===== config.mk =====
export PLATFORM = sky130hd
export DESIGN_NAME = hilo_muldiv_ctrl_flat
export DESIGN_NICKNAME = d
export VERILOG_FILES = /design/src/rtl/hilo_muldiv_ctrl_if.sv /design/src/rtl/hilo_muldiv_ctrl.sv /design/src/flat_wrapper.sv
export SDC_FILE = /design/constraint.sdc
export NUM_CORES = 1
export LEC_CHECK = 0
export BUFFER_PORTS_ARGS = -buffer_cell sky130_fd_sc_hd__buf_2
export CAP_MARGIN = 20
export CORE_MARGIN = 5
export CORE_UTILIZATION = 65
export DETAILED_ROUTE_END_ITERATION = 10
export PLACE_DENSITY_LB_ADDON = 0.1
export SLEW_MARGIN = 5
export SYNTH_ARGS = -nofsm -noshare
export SYNTH_HDL_FRONTEND = slang
export SYNTH_SLANG_ARGS = --single-unit
export TNS_END_PERCENT = 10

===== constraint.sdc =====
create_clock -name clock -period 23.1 [get_ports clock]
set_input_delay 2.31 -clock clock [delete_from_list [all_inputs] [get_ports clock]]
set_output_delay 2.31 -clock clock [all_outputs]
set_load 0.05 [all_outputs]

===== src/rtl/hilo_muldiv_ctrl_if.sv =====
// Execute-stage <-> HI/LO multiply/divide unit connection.
// The pipeline side drives the instruction, and the unit returns HI/LO, busy, done and stall.
interface hilo_muldiv_ctrl_if #(
  parameter int WIDTH = 32
);
  logic [5:0]       aluop;
  logic             valid;
  logic             flush;
  logic [WIDTH-1:0] rA;
  logic [WIDTH-1:0] rB;
  logic [WIDTH-1:0] hi;
  logic [WIDTH-1:0] lo;
  logic             busy;
  logic             done;
  logic             stall;

  modport master (
    output aluop, valid, flush, rA, rB,
    input  hi, lo, busy, done, stall
  );

  modport slave (
    input  aluop, valid, flush, rA, rB,
    output hi, lo, busy, done, stall
  );
endinterface


===== src/rtl/hilo_muldiv_ctrl.sv =====
// Iterative unsigned multiply/divide sequencer that owns the architectural HI/LO registers.
// It retires one bit per cycle and stalls the execute stage while an operation is in flight.
module hilo_muldiv_ctrl #(
  parameter int         WIDTH   = 32,
  parameter logic [5:0] MULT_OP = 6'b000010,
  parameter logic [5:0] DIV_OP  = 6'b000011,
  parameter logic [5:0] MFHI_OP = 6'b000100,
  parameter logic [5:0] MFLO_OP = 6'b000101
) (
  input logic               clock,
  input logic               reset,
  hilo_muldiv_ctrl_if.slave bus
);

  localparam int CW = (WIDTH > 1) ? $clog2(WIDTH) : 1;

  typedef enum logic [1:0] {
    IDLE = 2'd0,
    MUL  = 2'd1,
    DIV  = 2'd2
  } state_t;

  state_t               r_state, w_state_nx;
  logic [CW-1:0]        r_cnt, w_cnt_nx;
  logic [2*WIDTH-1:0]   r_acc, w_acc_nx;
  logic [WIDTH-1:0]     r_mcand, w_mcand_nx;
  logic [WIDTH-1:0]     r_rem, w_rem_nx;
  logic [WIDTH-1:0]     r_quot, w_quot_nx;
  logic [WIDTH-1:0]     r_divisor, w_divisor_nx;
  logic [WIDTH-1:0]     r_hi, w_hi_nx;
  logic [WIDTH-1:0]     r_lo, w_lo_nx;
  logic                 r_done, w_done_nx;

  logic                 w_busy;
  logic                 w_start;
  logic                 w_last;
  logic                 w_uses_unit;

  // Multiply step: add the multiplicand into the upper half when the current multiplier
  // bit (acc[0]) is set, then shift the whole accumulator right by one.
  logic [WIDTH:0]       w_mul_sum;
  logic [2*WIDTH-1:0]   w_mul_step;

  assign w_mul_sum  = {1'b0, r_acc[2*WIDTH-1:WIDTH]}
                    + (r_acc[0] ? {1'b0, r_mcand} : {(WIDTH+1){1'b0}});
  assign w_mul_step = {w_mul_sum, r_acc[WIDTH-1:1]};

  // Restoring divide step on the WIDTH+1-bit partial remainder. When the shifted value
  // is >= the divisor, the true difference is below the divisor, so WIDTH bits hold it.
  logic [WIDTH:0]       w_div_shift;
  logic                 w_div_ge;
  logic [WIDTH-1:0]     w_div_diff;
  logic [WIDTH-1:0]     w_rem_step;
  logic [WIDTH-1:0]     w_quot_step;

  assign w_div_shift = {r_rem, r_quot[WIDTH-1]};
  assign w_div_ge    = w_div_shift[WIDTH] | (w_div_shift[WIDTH-1:0] >= r_divisor);
  assign w_div_diff  = w_div_shift[WIDTH-1:0] - r_divisor;
  assign w_rem_step  = w_div_ge ? w_div_diff : w_div_shift[WIDTH-1:0];
  assign w_quot_step = {r_quot[WIDTH-2:0], w_div_ge};

  assign w_busy      = (r_state != IDLE);
  assign w_start     = bus.valid & ~bus.flush & (r_state == IDLE);
  assign w_last      = (r_cnt == CW'(WIDTH - 1));
  assign w_uses_unit = (bus.aluop == MULT_OP) | (bus.aluop == DIV_OP)
                     | (bus.aluop == MFHI_OP) | (bus.aluop == MFLO_OP);

  always_comb begin
    // NOTE: every next-state variable gets a default up front, so no path through the case leaves one unassigned and infers a latch.
    w_state_nx   = r_state;
    w_cnt_nx     = r_cnt;
    w_acc_nx     = r_acc;
    w_mcand_nx   = r_mcand;
    w_rem_nx     = r_rem;
    w_quot_nx    = r_quot;
    w_divisor_nx = r_divisor;
    w_hi_nx      = r_hi;
    w_lo_nx      = r_lo;
    w_done_nx    = 1'b0;

    unique case (r_state)
      IDLE: begin
        if (w_start && bus.aluop == MULT_OP) begin
          w_state_nx = MUL;
          w_cnt_nx   = '0;
          w_acc_nx   = {{WIDTH{1'b0}}, bus.rB};
          w_mcand_nx = bus.rA;
        end else if (w_start && bus.aluop == DIV_OP) begin
          if (bus.rB == '0) begin
            w_hi_nx   = bus.rA;
            w_lo_nx   = '1;
            w_done_nx = 1'b1;
          end else begin
            w_state_nx   = DIV;
            w_cnt_nx     = '0;
            w_rem_nx     = '0;
            w_quot_nx    = bus.rA;
            w_divisor_nx = bus.rB;
          end
        end
      end

      MUL: begin
        if (bus.flush) begin
          w_state_nx = IDLE;
        end else begin
          w_acc_nx = w_mul_step;
          w_cnt_nx = r_cnt + 1'b1;
          if (w_last) begin
            w_hi_nx    = w_mul_step[2*WIDTH-1:WIDTH];
            w_lo_nx    = w_mul_step[WIDTH-1:0];
            w_done_nx  = 1'b1;
            w_state_nx = IDLE;
          end
        end
      end

      DIV: begin
        if (bus.flush) begin
          w_state_nx = IDLE;
        end else begin
          w_rem_nx  = w_rem_step;
          w_quot_nx = w_quot_step;
          w_cnt_nx  = r_cnt + 1'b1;
          if (w_last) begin
            w_hi_nx    = w_rem_step;
            w_lo_nx    = w_quot_step;
            w_done_nx  = 1'b1;
            w_state_nx = IDLE;
          end
        end
      end

      default: w_state_nx = IDLE;
    endcase
  end

  always_ff @(posedge clock or posedge reset) begin
    if (reset) begin
      r_state   <= IDLE;
      r_cnt     <= '0;
      r_acc     <= '0;
      r_mcand   <= '0;
      r_rem     <= '0;
      r_quot    <= '0;
      r_divisor <= '0;
      r_hi      <= '0;
      r_lo      <= '0;
      r_done    <= 1'b0;
    end else begin
      // NOTE: non-blocking assignments let every register sample the pre-edge values, which keeps the update order-independent.
      r_state   <= w_state_nx;
      r_cnt     <= w_cnt_nx;
      r_acc     <= w_acc_nx;
      r_mcand   <= w_mcand_nx;
      r_rem     <= w_rem_nx;
      r_quot    <= w_quot_nx;
      r_divisor <= w_divisor_nx;
      r_hi      <= w_hi_nx;
      r_lo      <= w_lo_nx;
      r_done    <= w_done_nx;
    end
  end

  assign bus.hi    = r_hi;
  assign bus.lo    = r_lo;
  assign bus.busy  = w_busy;
  assign bus.done  = r_done;
  assign bus.stall = bus.valid & w_busy & w_uses_unit;

endmodule


===== src/flat_wrapper.sv =====
// flat-port wrapper written by rule: the top's interface ports become plain ports
module hilo_muldiv_ctrl_flat 
#(
  parameter int         WIDTH   = 32,
  parameter logic [5:0] MULT_OP = 6'b000010,
  parameter logic [5:0] DIV_OP  = 6'b000011,
  parameter logic [5:0] MFHI_OP = 6'b000100,
  parameter logic [5:0] MFLO_OP = 6'b000101
)
  (clock, reset, bus_aluop, bus_valid, bus_flush, bus_rA, bus_rB, bus_hi, bus_lo, bus_busy, bus_done, bus_stall);
  hilo_muldiv_ctrl_if #(.WIDTH(WIDTH)) bus_i ();
  input logic clock;
  input logic reset;
  input wire logic [$bits(bus_i.aluop)-1:0] bus_aluop;
  input wire logic [$bits(bus_i.valid)-1:0] bus_valid;
  input wire logic [$bits(bus_i.flush)-1:0] bus_flush;
  input wire logic [$bits(bus_i.rA)-1:0] bus_rA;
  input wire logic [$bits(bus_i.rB)-1:0] bus_rB;
  output wire logic [$bits(bus_i.hi)-1:0] bus_hi;
  output wire logic [$bits(bus_i.lo)-1:0] bus_lo;
  output wire logic [$bits(bus_i.busy)-1:0] bus_busy;
  output wire logic [$bits(bus_i.done)-1:0] bus_done;
  output wire logic [$bits(bus_i.stall)-1:0] bus_stall;
  assign bus_i.aluop = bus_aluop;
  assign bus_i.valid = bus_valid;
  assign bus_i.flush = bus_flush;
  assign bus_i.rA = bus_rA;
  assign bus_i.rB = bus_rB;
  assign bus_hi = bus_i.hi;
  assign bus_lo = bus_i.lo;
  assign bus_busy = bus_i.busy;
  assign bus_done = bus_i.done;
  assign bus_stall = bus_i.stall;
  hilo_muldiv_ctrl #(.WIDTH(WIDTH), .MULT_OP(MULT_OP), .DIV_OP(DIV_OP), .MFHI_OP(MFHI_OP), .MFLO_OP(MFLO_OP)) u_core (.clock(clock), .reset(reset), .bus(bus_i));
endmodule

; After elaboration in Yosys (flattened, before gate mapping)
; Cells that the tools add are included.
; Widths: inputs -> output; s select.
[totals]
ff_bits = 264
elab_cells = 110
[classes]
addsub = 3
magnitude_cmp = 1
n_eq_ne = 20
muxes = 48
bitwise = 11
reduce_logical = 17
[op_table]
columns = cell, count
row1 = $mux 32, 24
row2 = $pmux 32 s3, 2
row3 = $mux 64, 2
row4 = $pmux 32 s2, 2
row5 = $pmux 64 s2, 1
row6 = $add 32x33->33, 1
row7 = $ge 32x32->1, 1
row8 = $logic_not 32->1, 1
row9 = $sub 32x32->32, 1
row10 = $mux 5, 4
row11 = $ne 2x2->1 const B, 8
row12 = $eq 6x2->1 const B, 2
row13 = $eq 6x3->1 const B, 2
row14 = $mux 2, 5
row15 = $pmux 5 s2, 1
row16 = $reduce_and 4->1, 2
row17 = $reduce_and 8->1, 1
row18 = $reduce_bool 2->1, 4
row19 = $ne 3x3->1 const B, 2
row20 = $reduce_and 3->1, 2
row21 = $add 5x1->5 const B, 1
row22 = $eq 5x5->1 const B, 1
row23 = $mux 1, 5
row24 = $reduce_and 5->1, 1
row25 = 14 further kinds, 24

; Logic depth before layout (Yosys ltp)
[logic_depth]
depth_word = 7
ltp_mapped = 16

; Least setup slack after synthesis
; OpenSTA, ideal clock, no wires.
[synth_timing]
kind = input-to-output
from = input port bus_aluop[3]
to = output port bus_stall
arrival_time_ns = 4.112
required_ns = 20.790
setup_slack_ns = 16.678
path_stages = 2
path_cell_list = or4b_2 > nor3_1
[synth_via]
elab_chain_len = 5
word_cells_on_any_way = 8
cone_classes = 4 x eq/ne / 4 x bitwise
[synth_rtl]
columns = element, line_no
row1 = "start, declared", flat_wrapper.sv:14  ; input wire logic [$bits(bus_i.aluop)-1:0] bus_aluop;
row2 = $eq 6x2->1, hilo_muldiv_ctrl.sv:65  ; assign w_uses_unit = (bus.aluop == MULT_OP) | (bus.aluop == DIV_OP)
row3 = $or 1x1->1, hilo_muldiv_ctrl.sv:65
row4 = $or 1x1->1, hilo_muldiv_ctrl.sv:66  ; | (bus.aluop == MFHI_OP) | (bus.aluop == MFLO_OP);
row5 = $or 1x1->1 (*), hilo_muldiv_ctrl.sv:66
row6 = $and 1x1->1 (*), hilo_muldiv_ctrl.sv:169  ; assign bus.stall = bus.valid & w_busy & w_uses_unit;
row7 = "end, declared", flat_wrapper.sv:23  ; output wire logic [$bits(bus_i.stall)-1:0] bus_stall;
; Mark *: on every way between the ends. The rest lies on a longest branch, timed or not.

; Worst setup path in the final report
; Same ends and word-level chain as after synthesis.

==> impl_metrics.csv <==
group,metric,value,unit
synth,synth_flop_cell,"dfrtp_1",
global_routing,overflow,0,
place,routabilityCongestion,0.978,
clock_network,clk_latency,0.54,ns
cells_and_area,final-seq-area,6610,µm²
worst_hold_path,hold_end,"u_core.r_mcand[28]",
worst_hold_path,hold_path_depth,2,
global_routing,gr-usage-all-layers,32.1,%
floorplan,die_area,27200,µm²
global_routing,grt_max_degree,161,
synth,syn_nets,1909,
job,max_cap_violations,0,
cells_and_area,final_nets,1983,
worst_setup_path,end_kind,"primary output",
worst_setup_path,arrival,3.55,ns
global_routing,antenna_found_initial,2,
place,dp_hpwl,31.0,mm
clock_network,cts_buffers,28,
route,totalWireLength,43.4,mm
synth,synth_cell_types,65,
worst_setup_path,rr_endpoint,"u_core.bus.hi[25]",
timing,worst-slew-pin-transition,1.03,ns
route,ant_nets,0,
synth,synth_seq_cells,264,
clock_network,cts_max_level,1,
outcome,outcome,"complete, no violations",
cells_and_area,final_cell_mix,"352 x nand2_1, 264 x dfrtp_1, 198 x o21ai_0",
worst_setup_path,cp-start-kind,"input pin",
worst_setup_path,r2r_start,"u_core.r_quot[31]",
synth,async_reset_ff_share,100,%
timing,setup_tns,0,ns
pwr,p_leak,0.00793,µW
global_routing,grt_pass1_wl,69.5,mm
synth,syn_inst,1763,
place,io_buffers,140,
worst_hold_path,hp-start,"u_core.r_mcand[28]",
clock_network,ctsResizeCount,0,
synth,synth_edf_count,0,
cells_and_area,multiInputGateArea,8370,µm²
cells_and_area,final_common_cell,"nand2_1",
route,drtPass1Iterations,6,
global_routing,grt_pass1_vias,12900,
floorplan,start_util,66.1,%
cells_and_area,fillers,1811,
clock_network,holdBufCountCts,0,
synth,syn-cell-area,15600,µm²
cells_and_area,instances_no_fill,2179,
clock_network,root_buffer,"clkbuf_16",
timing,period_minus_slack,5.86,ns
clock_network,clkSinkCount,264,
timing,min_period_over_period,25.4,%
synth,avgSynthCellArea,8.83,µm²
timing,finClkSkew,0.00812,ns
synth,yosysSeqAreaShare,42.4,%
place,place_area,16400,µm²
worst_hold_path,hp-class,"reg2reg",
floorplan,die_h,165,µm
place,dp.cells,2126,
worst_setup_path,ff2ff_path_depth,13,
floorplan,ios,141,
worst_setup_path,path_max_fanout,2,
pwr,vdd_drop_max,0.0000856,V
cells_and_area,area_delta_synth_final,11.5,%
worst_setup_path,critPathKind,"in2out",
cells_and_area,drive_gt1_share,14.9,%
route,drt_first_iter_violations,1360,
timing,rsz0062_at_grt,"false",
timing,fmax,0.171,GHz
worst_setup_path,cp.required,20.79,ns
floorplan,core,23500,µm²
clock_network,path_clk_slew,0.06,ns
timing,setup_viol,0,
clock_network,cts_max_path_buffers,3,
route,viasPerCell,6.26,
timing,final-hold-violation-count,0,
route,via_count,13600,
timing,slew_headroom,31.2,%
synth,yosys_warnings,0,
worst_setup_path,r2r_setup_slack,18.97,ns
clock_network,post_cts_buffers,0,
floorplan,rows,56,
route,drc,0,
floorplan,die_w,165,µm
timing,report.final.slew_viol_count,0,
cells_and_area,design_area,17400,µm²
pwr,power.density,104,nW/µm²
clock_network,cts_tree,"built",
route,avgRoutedWirePerCell,19.9,µm
report_power, final:
part	leakage (µW)	internal (µW)	switching, µW
clock	0.000484	287	187
combinational	0.00407	229	467
sequential	0.00339	559	82.6
total	0.00793	1070	736
flip-flops by register name (all words and copies together) (netlist names):
register / flops
u_core.r_quot: 32
u_core.bus.lo: 32
u_core.r_state: 2
u_core.r_cnt: 5
u_core.bus.done: 1
u_core.r_divisor: 32
u_core.bus.hi: 32
u_core.r_rem: 32
u_core.r_acc: 64
u_core.r_mcand: 32
worst max path at each step:
stage | start | endpoint | depth (start not counted)
6_report | bus_aluop[3] | bus_stall | 4
5_1_grt | bus_aluop[3] | bus_stall | 4
4_1_cts | bus_aluop[3] | bus_stall | 4
3_5_place_dp | bus_aluop[3] | bus_stall | 4
3_3_place_gp | bus_aluop[3] | bus_stall | 4
2_1_floorplan | reset | u_core.bus.done | 1
per-stage QoR:
| stage | power (µW) | worst slack, ns | util [%] | hold slack [ns] |
|---|---|---|---|---|
| final | 1810 | 17.24 | 73.8 | 0.471 |
| after global routing | 1900 | 17.17 | 73.8 | 0.494 |
| after CTS | 1810 | 17.23 | 73.8 | 0.471 |
| after detailed placement | 1330 | 17.23 | 69.6 | 0.455 |
| after global placement | 1310 | 17.24 | 69.6 | 0.451 |
| after floorplan | 1160 | 13.52 | - | 0.438 |
cells in the mapped netlist, drive strengths merged (3+ instances only):
cell     number  area (µm²)
xor2         16         140
dfrtp       264        6610
o21a         11        82.6
xnor2        31         272
inv          56         210
and3         12        75.1
nor3         22         110
a31oi        57         357
buf           9        67.6
a221oi        7        61.3
o21bai       12        90.1
a22oi        35         263
clkbuf       99         372
nand2       352        1320
a21oi        94         470
mux2i        62         621
o31ai         6        45.0
nand2b       12        75.1
and2         39         246
o21ai       215        1080
nor2b         7        43.8
o211ai        5        37.5
a211oi       10        75.1
nand4        10        62.6
nand3b        5        37.5
a221o         3        30.0
nand3        12        60.1
nor2         70         265
ha           70         876
mux2         60         728
o2111ai       5        43.8
or3          22         138
nor4         10        68.8
a41oi         3        26.3
a21o         29         218
per-layer routing:
| layer | track usage [%] | share of wire [%] | vias up |
|---|---|---|---|
| li1 | - | - | 6365 |
| met1 | 50.2 | 46 | 6605 |
| met2 | 46.9 | 43 | 589 |
| met3 | 4.82 | 8.0 | 78 |
| met4 | 8.24 | 2.6 | 0 |
| met5 | 0 | 0 | - |
kinds of logic after synthesis:
group,count (synthesis),share of synthesized area (%)
adders and majority gates,72,5.88
xor gates and xnor gates,47,2.64
AOI/OAI and AO/OA,513,19.7
buffers and inverters,164,4.17
and+or+nand+nor,581,16.5
DFF,264,42.4
muxes,122,8.66
critical path: stages:
cell    delay (ns)
buf_2         0.09
or4b_2        0.69
nor3_1        0.17
buf_2         0.28
area by class of cell:
cell class | instances | area share, %
Clock inverter | 14 | 0.994
Tap cell | 319 | 2.30
Sequential cell | 264 | 38.0
Multi-Input combinational cell | 1335 | 48.2
Antenna cell | 1 | 0.0144
Inverter | 56 | 1.25
Clock buffer | 38 | 4.60
Timing Repair Buffer | 152 | 4.62
(Power assumes the default switching activity.)
